### src/rtl/oven_key_conditioner.sv
`default_nettype none
// ============================================================================
// Module  : oven_key_conditioner
// Brief   : Debounces four oven keys and derives power, start and setpoint
//           control with auto-repeat on the up/down keys.
// Revision: 1.0 - initial release
// ============================================================================
module oven_key_conditioner #(
  parameter int DEBOUNCE_CYC     = 1000000,
  parameter int REPEAT_DELAY_CYC = 25000000,
  parameter int REPEAT_RATE_CYC  = 5000000,
  parameter int TEMP_MIN         = 150,
  parameter int TEMP_MAX         = 500,
  parameter int TEMP_STEP        = 5,
  parameter int TEMP_INIT        = 350
) (
  input  logic       clk,
  input  logic       rst,
  input  logic [3:0] key_n,
  output logic [3:0] key_pressed,
  output logic       power_on,
  output logic       start_pulse,
  output logic [9:0] setpoint,
  output logic       setpoint_changed
);

  localparam int              c_DB_W       = (DEBOUNCE_CYC < 2) ? 1 : $clog2(DEBOUNCE_CYC);
  localparam logic [c_DB_W-1:0] c_DB_LAST  = c_DB_W'(DEBOUNCE_CYC - 1);
  localparam logic [24:0]     c_DELAY_LAST = 25'(REPEAT_DELAY_CYC - 1);
  localparam logic [24:0]     c_RATE_LAST  = 25'(REPEAT_RATE_CYC - 1);
  localparam logic [10:0]     c_MIN        = 11'(TEMP_MIN);
  localparam logic [10:0]     c_MAX        = 11'(TEMP_MAX);
  localparam logic [10:0]     c_STEP       = 11'(TEMP_STEP);

  typedef enum logic [1:0] {
    S_IDLE   = 2'd0,
    S_DELAY  = 2'd1,
    S_REPEAT = 2'd2
  } state_t;

  logic [3:0]  r_sync1, r_sync2;
  logic [3:0]  w_raw, w_key, r_key_d, w_press;
  logic        r_power, r_start, r_changed;
  logic [9:0]  r_sp;
  state_t      r_state, w_state_nxt;
  logic        r_dir, w_dir_nxt;
  logic [24:0] r_rcnt, w_rcnt_nxt;
  logic        w_step, w_act, w_opp;
  logic [10:0] w_sp_ext, w_sp_up, w_sp_dn, w_sp_new;

  // Synchronizers preset to released so a held key looks like a fresh press.
  always_ff @(posedge clk) begin
    if (rst) begin
      r_sync1 <= 4'hF;
      r_sync2 <= 4'hF;
    end else begin
      r_sync1 <= key_n;
      r_sync2 <= r_sync1;
    end
  end

  assign w_raw = ~r_sync2;

  genvar gi;
  generate
    for (gi = 0; gi < 4; gi++) begin : g_key
      logic [c_DB_W-1:0] r_cnt;
      logic              r_lvl;
      always_ff @(posedge clk) begin
        if (rst) begin
          r_cnt <= '0;
          r_lvl <= 1'b0;
        end else if (w_raw[gi] != r_lvl) begin
          if (r_cnt == c_DB_LAST) begin
            r_lvl <= w_raw[gi];
            r_cnt <= '0;
          end else begin
            r_cnt <= r_cnt + 1'b1;
          end
        end else begin
          r_cnt <= '0;
        end
      end
      assign w_key[gi] = r_lvl;
    end
  endgenerate

  assign w_press = w_key & ~r_key_d;

  // Direction of the key being repeated: 0 = up, 1 = down.
  assign w_act = r_dir ? w_key[2] : w_key[1];
  assign w_opp = r_dir ? w_key[1] : w_key[2];

  always_comb begin
    w_state_nxt = r_state;
    w_dir_nxt   = r_dir;
    w_rcnt_nxt  = r_rcnt;
    w_step      = 1'b0;
    case (r_state)
      S_IDLE: begin
        if (w_press[1] ^ w_press[2]) begin
          w_step      = 1'b1;
          w_dir_nxt   = w_press[2];
          w_rcnt_nxt  = '0;
          w_state_nxt = S_DELAY;
        end
      end
      S_DELAY, S_REPEAT: begin
        if (!w_act || w_opp) begin
          w_rcnt_nxt  = '0;
          w_state_nxt = S_IDLE;
        end else if (r_rcnt == ((r_state == S_DELAY) ? c_DELAY_LAST : c_RATE_LAST)) begin
          w_step      = 1'b1;
          w_rcnt_nxt  = '0;
          w_state_nxt = S_REPEAT;
        end else begin
          w_rcnt_nxt  = r_rcnt + 25'd1;
        end
      end
      default: begin
        w_rcnt_nxt  = '0;
        w_state_nxt = S_IDLE;
      end
    endcase
  end

  // 11-bit working width keeps the clamp comparisons free of wrap-around.
  assign w_sp_ext = {1'b0, r_sp};
  assign w_sp_up  = ((w_sp_ext + c_STEP) > c_MAX) ? c_MAX : (w_sp_ext + c_STEP);
  assign w_sp_dn  = (w_sp_ext < (c_MIN + c_STEP)) ? c_MIN : (w_sp_ext - c_STEP);
  assign w_sp_new = w_dir_nxt ? w_sp_dn : w_sp_up;

  always_ff @(posedge clk) begin
    if (rst) begin
      r_key_d   <= 4'h0;
      r_power   <= 1'b0;
      r_start   <= 1'b0;
      r_state   <= S_IDLE;
      r_dir     <= 1'b0;
      r_rcnt    <= '0;
      r_sp      <= 10'(TEMP_INIT);
      r_changed <= 1'b0;
    end else begin
      r_key_d   <= w_key;
      r_power   <= r_power ^ w_press[0];
      r_start   <= w_press[3] & r_power;
      r_state   <= w_state_nxt;
      r_dir     <= w_dir_nxt;
      r_rcnt    <= w_rcnt_nxt;
      r_changed <= w_step && (w_sp_new != w_sp_ext);
      if (w_step) begin
        r_sp <= w_sp_new[9:0];
      end
    end
  end

  assign key_pressed      = w_key;
  assign power_on         = r_power;
  assign start_pulse      = r_start;
  assign setpoint         = r_sp;
  assign setpoint_changed = r_changed;

endmodule
`default_nettype wire

### config.mk
export PLATFORM = sky130hd
export DESIGN_NAME = oven_key_conditioner
export DESIGN_NICKNAME = d
export VERILOG_FILES = /design/src/rtl/oven_key_conditioner.sv
export SDC_FILE = /design/constraint.sdc
export NUM_CORES = 1
export LEC_CHECK = 0
export ABC_CLOCK_PERIOD_IN_PS = 4650
export CORE_MARGIN = 8
export CORE_UTILIZATION = 40
export DETAILED_ROUTE_END_ITERATION = 10
export GPL_TIMING_DRIVEN = 1
export SLEW_MARGIN = 30
export SYNTH_ARGS = -nofsm -noshare
export SYNTH_HDL_FRONTEND = slang
export SYNTH_SLANG_ARGS = --single-unit
### constraint.sdc
create_clock -name clk -period 4.65 [get_ports clk]
set_input_delay 0.93 -clock clk [delete_from_list [all_inputs] [get_ports clk]]
set_output_delay 0.93 -clock clk [all_outputs]
set_load 0.05 [all_outputs]
Word-level counts from Yosys, hierarchy flattened

Cells that the tools add are included.

Output and inout bits: 17
Memories kept: 0
Bits in read-only memories: 0
Register bits: 137
Bits in writable memories: 0
Bits in latches: 0
Bits of input ports: 6
Logic and storage cells: 85

Mux-type cells: 20
Multiply operators: 0
Div/mod/pow operators: 0
Order comparisons: 2
Shift operators: 0
Bitwise operators: 10
Reductions and logical operators: 14
Equal/unequal tests: 14
Add/sub/neg operators: 7

Operators with widths:

| cell                    | count |
|---|---|
| $mux W25                | 4 |
| $add A20 B1 Y20 const B | 4 |
| $eq A20 B20 Y1 const B  | 4 |
| $pmux W25 S2            | 1 |
| $mux W11                | 3 |
| $add A25 B1 Y25 const B | 1 |
| $eq A25 B25 Y1          | 1 |
| $reduce_or A3 Y1        | 4 |
| $add A10 B3 Y11 const B | 1 |
| $gt A11 B9 Y1 const B   | 1 |
| $ne A11 B10 Y1          | 1 |
| $sub A10 B3 Y11 const B | 1 |
| $lt A10 B8 Y1 const B   | 1 |
| $reduce_and A2 Y1       | 5 |
| $not A4 Y4              | 2 |
| $mux W1                 | 7 |
| $mux W2                 | 3 |
| $and A4 B4 Y4           | 1 |
| $ne A1 B1 Y1            | 4 |
| $not A1 Y1              | 4 |
| $pmux W2 S2             | 1 |
| $ne A3 B3 Y1 const B    | 1 |
| $eq A2 B1 Y1 const B    | 1 |
| $eq A2 B2 Y1 const B    | 1 |
| 9 further kinds         | 10 |

Depth between registers and ports, before layout

Depth after elaboration: 8
Mapped depth: 11

Least setup slack after synthesis

OpenSTA, ideal clock, no wires.

Path kind: register -> register
Start: register r_sp[1] (netlist: setpoint[1])
End: register r_changed (netlist: setpoint_changed)
Arrival time: 2.689 ns
Stages on the path, launching flop included: 12
Path buffers: 1
Clock period less this slack: 2.816 ns
Slack: 1.834 ns
Data required time: 4.524 ns
Setup time: 0.126 ns
Path through: dfxtp_1 buf_1 inv_1 ha_1 nor2b_1 nor4_1 nand2_1 a211oi_1 or4_4 a2111oi_4 nand3b_1 o2bb2ai_1

Cells in the longest elaborated chain, start to end: 6
Elaborated cells on any way between the ends: 9

RTL lines:

| what                    | RTL line | RTL |
|---|---|---|
| start, declared         | 44       | `logic [9:0] r_sp;` |
| start signal, assigned  | 141      | `r_sp <= 10'(TEMP_INIT);` |
| start signal, assigned  | 152      | `r_sp <= w_sp_new[9:0];` |
| $add A10 B3 Y11         | 129      | `assign w_sp_up = ((w_sp_ext + c_STEP) > c_MAX) ? c_MAX : (w_sp_ext + c_STEP);` |
| $gt A11 B9 Y1           | 129      |  |
| $mux W11                | 129      |  |
| $mux W11                | 131      | `assign w_sp_new = w_dir_nxt ? w_sp_dn : w_sp_up;` |
| $ne A11 B10 Y1 (*)      | 150      | `r_changed <= w_step && (w_sp_new != w_sp_ext);` |
| $logic_and A1 B1 Y1 (*) | 150      |  |
| end signal, assigned    | 150      |  |
| end, declared           | 43       | `logic r_power, r_start, r_changed;` |

Every way passes the cells marked *; elsewhere a longest branch is shown, timed or not.
A chain may end at the register's enable or synchronous reset.

Final worst setup path

Start: register r_state[0]
End: register r_changed (netlist: setpoint_changed)

Cells in the longest elaborated chain, start to end: 7
Elaborated cells on any way between the ends: 13

RTL lines:

| what                    | RTL line | RTL |
|---|---|---|
| start, declared         | 45       | `state_t r_state, w_state_nxt;` |
| start signal, assigned  | 147      | `r_state <= w_state_nxt;` |
| $eq A2 B1 Y1            | 99, 112  |  |
| $mux W25                | 112      | `end else if (r_rcnt == ((r_state == S_DELAY) ? c_DELAY_LAST : c_RATE_LAST)) begin` |
| $eq A25 B25 Y1          | 112      |  |
| $mux W1                 | 112      |  |
| $mux W1                 | 109      | `if (!w_act \|\| w_opp) begin` |
| $pmux W1 S2             | 99       | `case (r_state)` |
| $logic_and A1 B1 Y1 (*) | 150      |  |

Marked as above.

==> results.md <==
- Status: complete, no violations
- CP Max Fanout: 12
- Final Util: 47.14%
- CTS resizes: 0
- DRT Wirelength: 13.38 mm
- Pin count of the biggest net entering global routing: 23
- Busiest layer in global routing: met2
- Primary FF master, synth: dfxtp_1
- Share of cells above drive strength 1: 6.633%
- Met1 Resource Use GR: 16.16%
- Clk pin slew, worst setup/hold paths: 0.06 ns
- Most common cell after layout, fill and taps aside: nor2_1
- Root Buffer: clkbuf_16
- Die area: 20650 um^2
- Hold Fails Final Rpt: 0
- Critical path class: reg2reg
- Diodes inserted: 0
- Hold_buf cts: 0
- Register area share after synthesis: 42.04%
- Num rows: 46
- Register-to-Register Path Depth: 9
- Final worst slack: 1.500 ns
- Final setup fails: 0
- Comb pwr share: 1.0%
- Initial antenna violation count: 0
- Post-synth EDFFs: 0
- Syn nets: 790
- Mean Syn Cell Area: 8.440 um^2
- Fmax: 317.5 MHz
- Footprint of the multi-input gates: 3581 um^2
- Synthesis Warnings: 0
- Syn Inst Count: 773
- WHS: 0.4302 ns
- Final min period: 3.150 ns
- Vias in the first global route: 5077
- Global-route wire length before repair: 22.96 mm
- Final Skew: 0.008687 ns
- Req. time, crit path: 4.94 ns
- Initial DRC count: 326
- Sw frac: 20.84%
- Dpl ws: 1.535 ns
- Post-DP HPWL: 9.461 mm
- Buffers on Ports: 22
- Die width: 143.7 um
- Total Nets Final: 803
- Setup crit end kind: register
- Crit path arrival time: 3.44 ns
- Post-CTS setup buffer count: 0
- Max-Cap Viols: 0
- Fin crit share: 67.74%
- Hold Crit Depth: 1
- CTS tree: done
- CP startpoint kind: register
- RSZ-0062 raised after global routing: no
- Power per cell area: 344.9 nW/um^2
- Met3 Use GR: 3.185%
- Clk sinks: 137
- Met2 Track Usage GR: 23.31%
- RePlAce Congestion: 0.8658
- DRC Markers: 0
- Overall Global Routing Usage: 13.60%
- H-tree depth: 4
- Clock latency on the worst-skew pair: 0.42 ns
- Leak: 2.542 nW
- Clock share of power: 53.5%
- Total gr overflow: 0
- Tightest Hold Check Type: reg2reg
- Vias per cell: 5.219
- IO Count: 23
- Core area: 15940 um^2
- Final-layout fill cell count: 1590
- Final ANT Viol Nets: 0
- Sequential cell area: 2743 um^2
- Flops & latches, synth: 137
- Worst Max-Slew Pin Slew: 0.8808 ns
- Internal power: 0.002052 W
- Sw Pwr: 0.0005404 W
- Drt first pass iters: 8
- Die H: 143.7 um
- Sequential Power Share: 45.5%
- Initial core utilization: 40.92%
- Routed wire per std cell: 13.18 um
- VDD IR max: 324.2 uV
- Area grow syn2layout: 15.21%
- Max Buffers Root-to-Sink: 2
- Distinct cell type count after synthesis: 67
- CTS Buf Count: 17
- Cell Area, Synth: 6524 um^2
- Async SR Flop Fraction: 0%
- Slew headroom: 41.16%
- Slew Limit Fails: 0
- Setup TNS: 0 ns
- Commonest non-fill, non-tap cells in the layout: 148 x nor2_1, 137 x dfxtp_1, 56 x xor2_1
- Total number of vias: 5297
-- final cells by class --
cell class,instances,share of cell area (%)
multi-input combinational,587,47.64
sequential,137,36.49
clock buffer,19,5.893
tap,216,3.596
timing repair buffer,25,3.230
clock inverter,13,2.247
inverter,18,0.8990
-- registers in the layout, summed over array words and instances (netlist names) --
| register | count |
|---|---|
| setpoint_changed | 1 |
| power_on | 1 |
| r_sync2 | 4 |
| start_pulse | 1 |
| r_key_d | 4 |
| r_rcnt | 25 |
| setpoint | 10 |
| r_sync1 | 4 |
| r_state | 2 |
| g_key.r_lvl | 4 |
| r_dir | 1 |
| g_key.r_cnt | 80 |
-- synthesized netlist by cell type (3+ instances only) --
| cell | n | area share (%) |
|---|---|---|
| a211oi_1 | 12 | 1.4 |
| a21o_1 | 3 | 0.35 |
| a21oi_1 | 22 | 1.7 |
| a31oi_1 | 7 | 0.67 |
| a32oi_1 | 3 | 0.40 |
| and2_1 | 3 | 0.29 |
| and3_1 | 24 | 2.3 |
| and4_1 | 8 | 1.1 |
| buf_4 | 4 | 0.46 |
| clkbuf_1 | 24 | 1.4 |
| dfxtp_1 | 137 | 42 |
| ha_1 | 11 | 2.1 |
| inv_1 | 17 | 0.98 |
| nand2_1 | 50 | 2.9 |
| nand2b_1 | 5 | 0.48 |
| nand3_1 | 44 | 3.4 |
| nand4_1 | 21 | 2.0 |
| nand4b_1 | 3 | 0.40 |
| nor2_1 | 148 | 8.5 |
| nor2b_1 | 10 | 0.96 |
| nor3_1 | 11 | 0.84 |
| nor3b_1 | 3 | 0.35 |
| nor4_1 | 8 | 0.77 |
| nor4b_1 | 4 | 0.54 |
| o21ai_0 | 13 | 1.0 |
| o21ai_1 | 7 | 0.54 |
| o2bb2ai_1 | 3 | 0.40 |
| o31ai_1 | 3 | 0.35 |
| or2_2 | 10 | 0.96 |
| or3_1 | 11 | 1.1 |
| xnor2_1 | 42 | 5.6 |
| xor2_1 | 56 | 7.5 |
-- power by group through the flow --
stage,clock [W],combinational (W),sequential (W)
floorplan,0,0.0000154,0.00121
global placement,0,0.0000246,0.00121
detailed placement,0,0.0000255,0.00121
CTS,0.00142,0.0000256,0.00118
global route,0.00148,0.0000279,0.00118
finish,0.00139,0.0000249,0.00118
-- worst max-delay path, cell delays in order (launching register included) --
cell and delay, ns:
dfxtp_1 0.38, inv_1 0.06, ha_1 0.29, or2_2 0.34
a32oi_2 0.58, nor2_2 0.22, or4_4 0.57, a2111oi_4 0.33
nand3b_1 0.11, o2bb2ai_1 0.14
-- layer usage --
metal / share of wire [%] / up-vias
met2: 48 / 78
met5: 0 / -
met1: 47 / 2492
li1: - / 2708
met3: 3.9 / 19
met4: 1.5 / 0
-- per-stage QoR --
step                total power [W]  instance area (um^2)  cells
floorplan                  0.001221                  6524    773
global placement           0.001231                  6904    983
detailed placement         0.001232                  6904    983
CTS                        0.002628                  7516   1015
global route               0.002685                  7516   1015
finish                     0.002593                  7516   1015
-- logic make-up (layout without fill, tap and decap cells) --
| logic type | Yosys count | count (layout) | share of synthesized area [%] |
|---|---|---|---|
| xor+xnor | 98 | 98 | 13.16 |
| compound gates | 98 | 98 | 10.53 |
| fa+ha+maj | 11 | 11 | 2.110 |
| simple gates | 378 | 378 | 28.77 |
| flops | 137 | 137 | 42.04 |
| buf+inv | 49 | 75 | 3.069 |
| mux | 2 | 2 | 0.3260 |
-- worst paths after layout --
check,from,to,slack (ns)
max,r_state[0],setpoint_changed,1.50
min,r_sync1[3],r_sync2[3],0.43
max reg2reg,r_state[0],setpoint_changed,1.50
min reg2reg,r_sync1[3],r_sync2[3],0.43
Note: power is estimated with default switching activity, not from simulation.
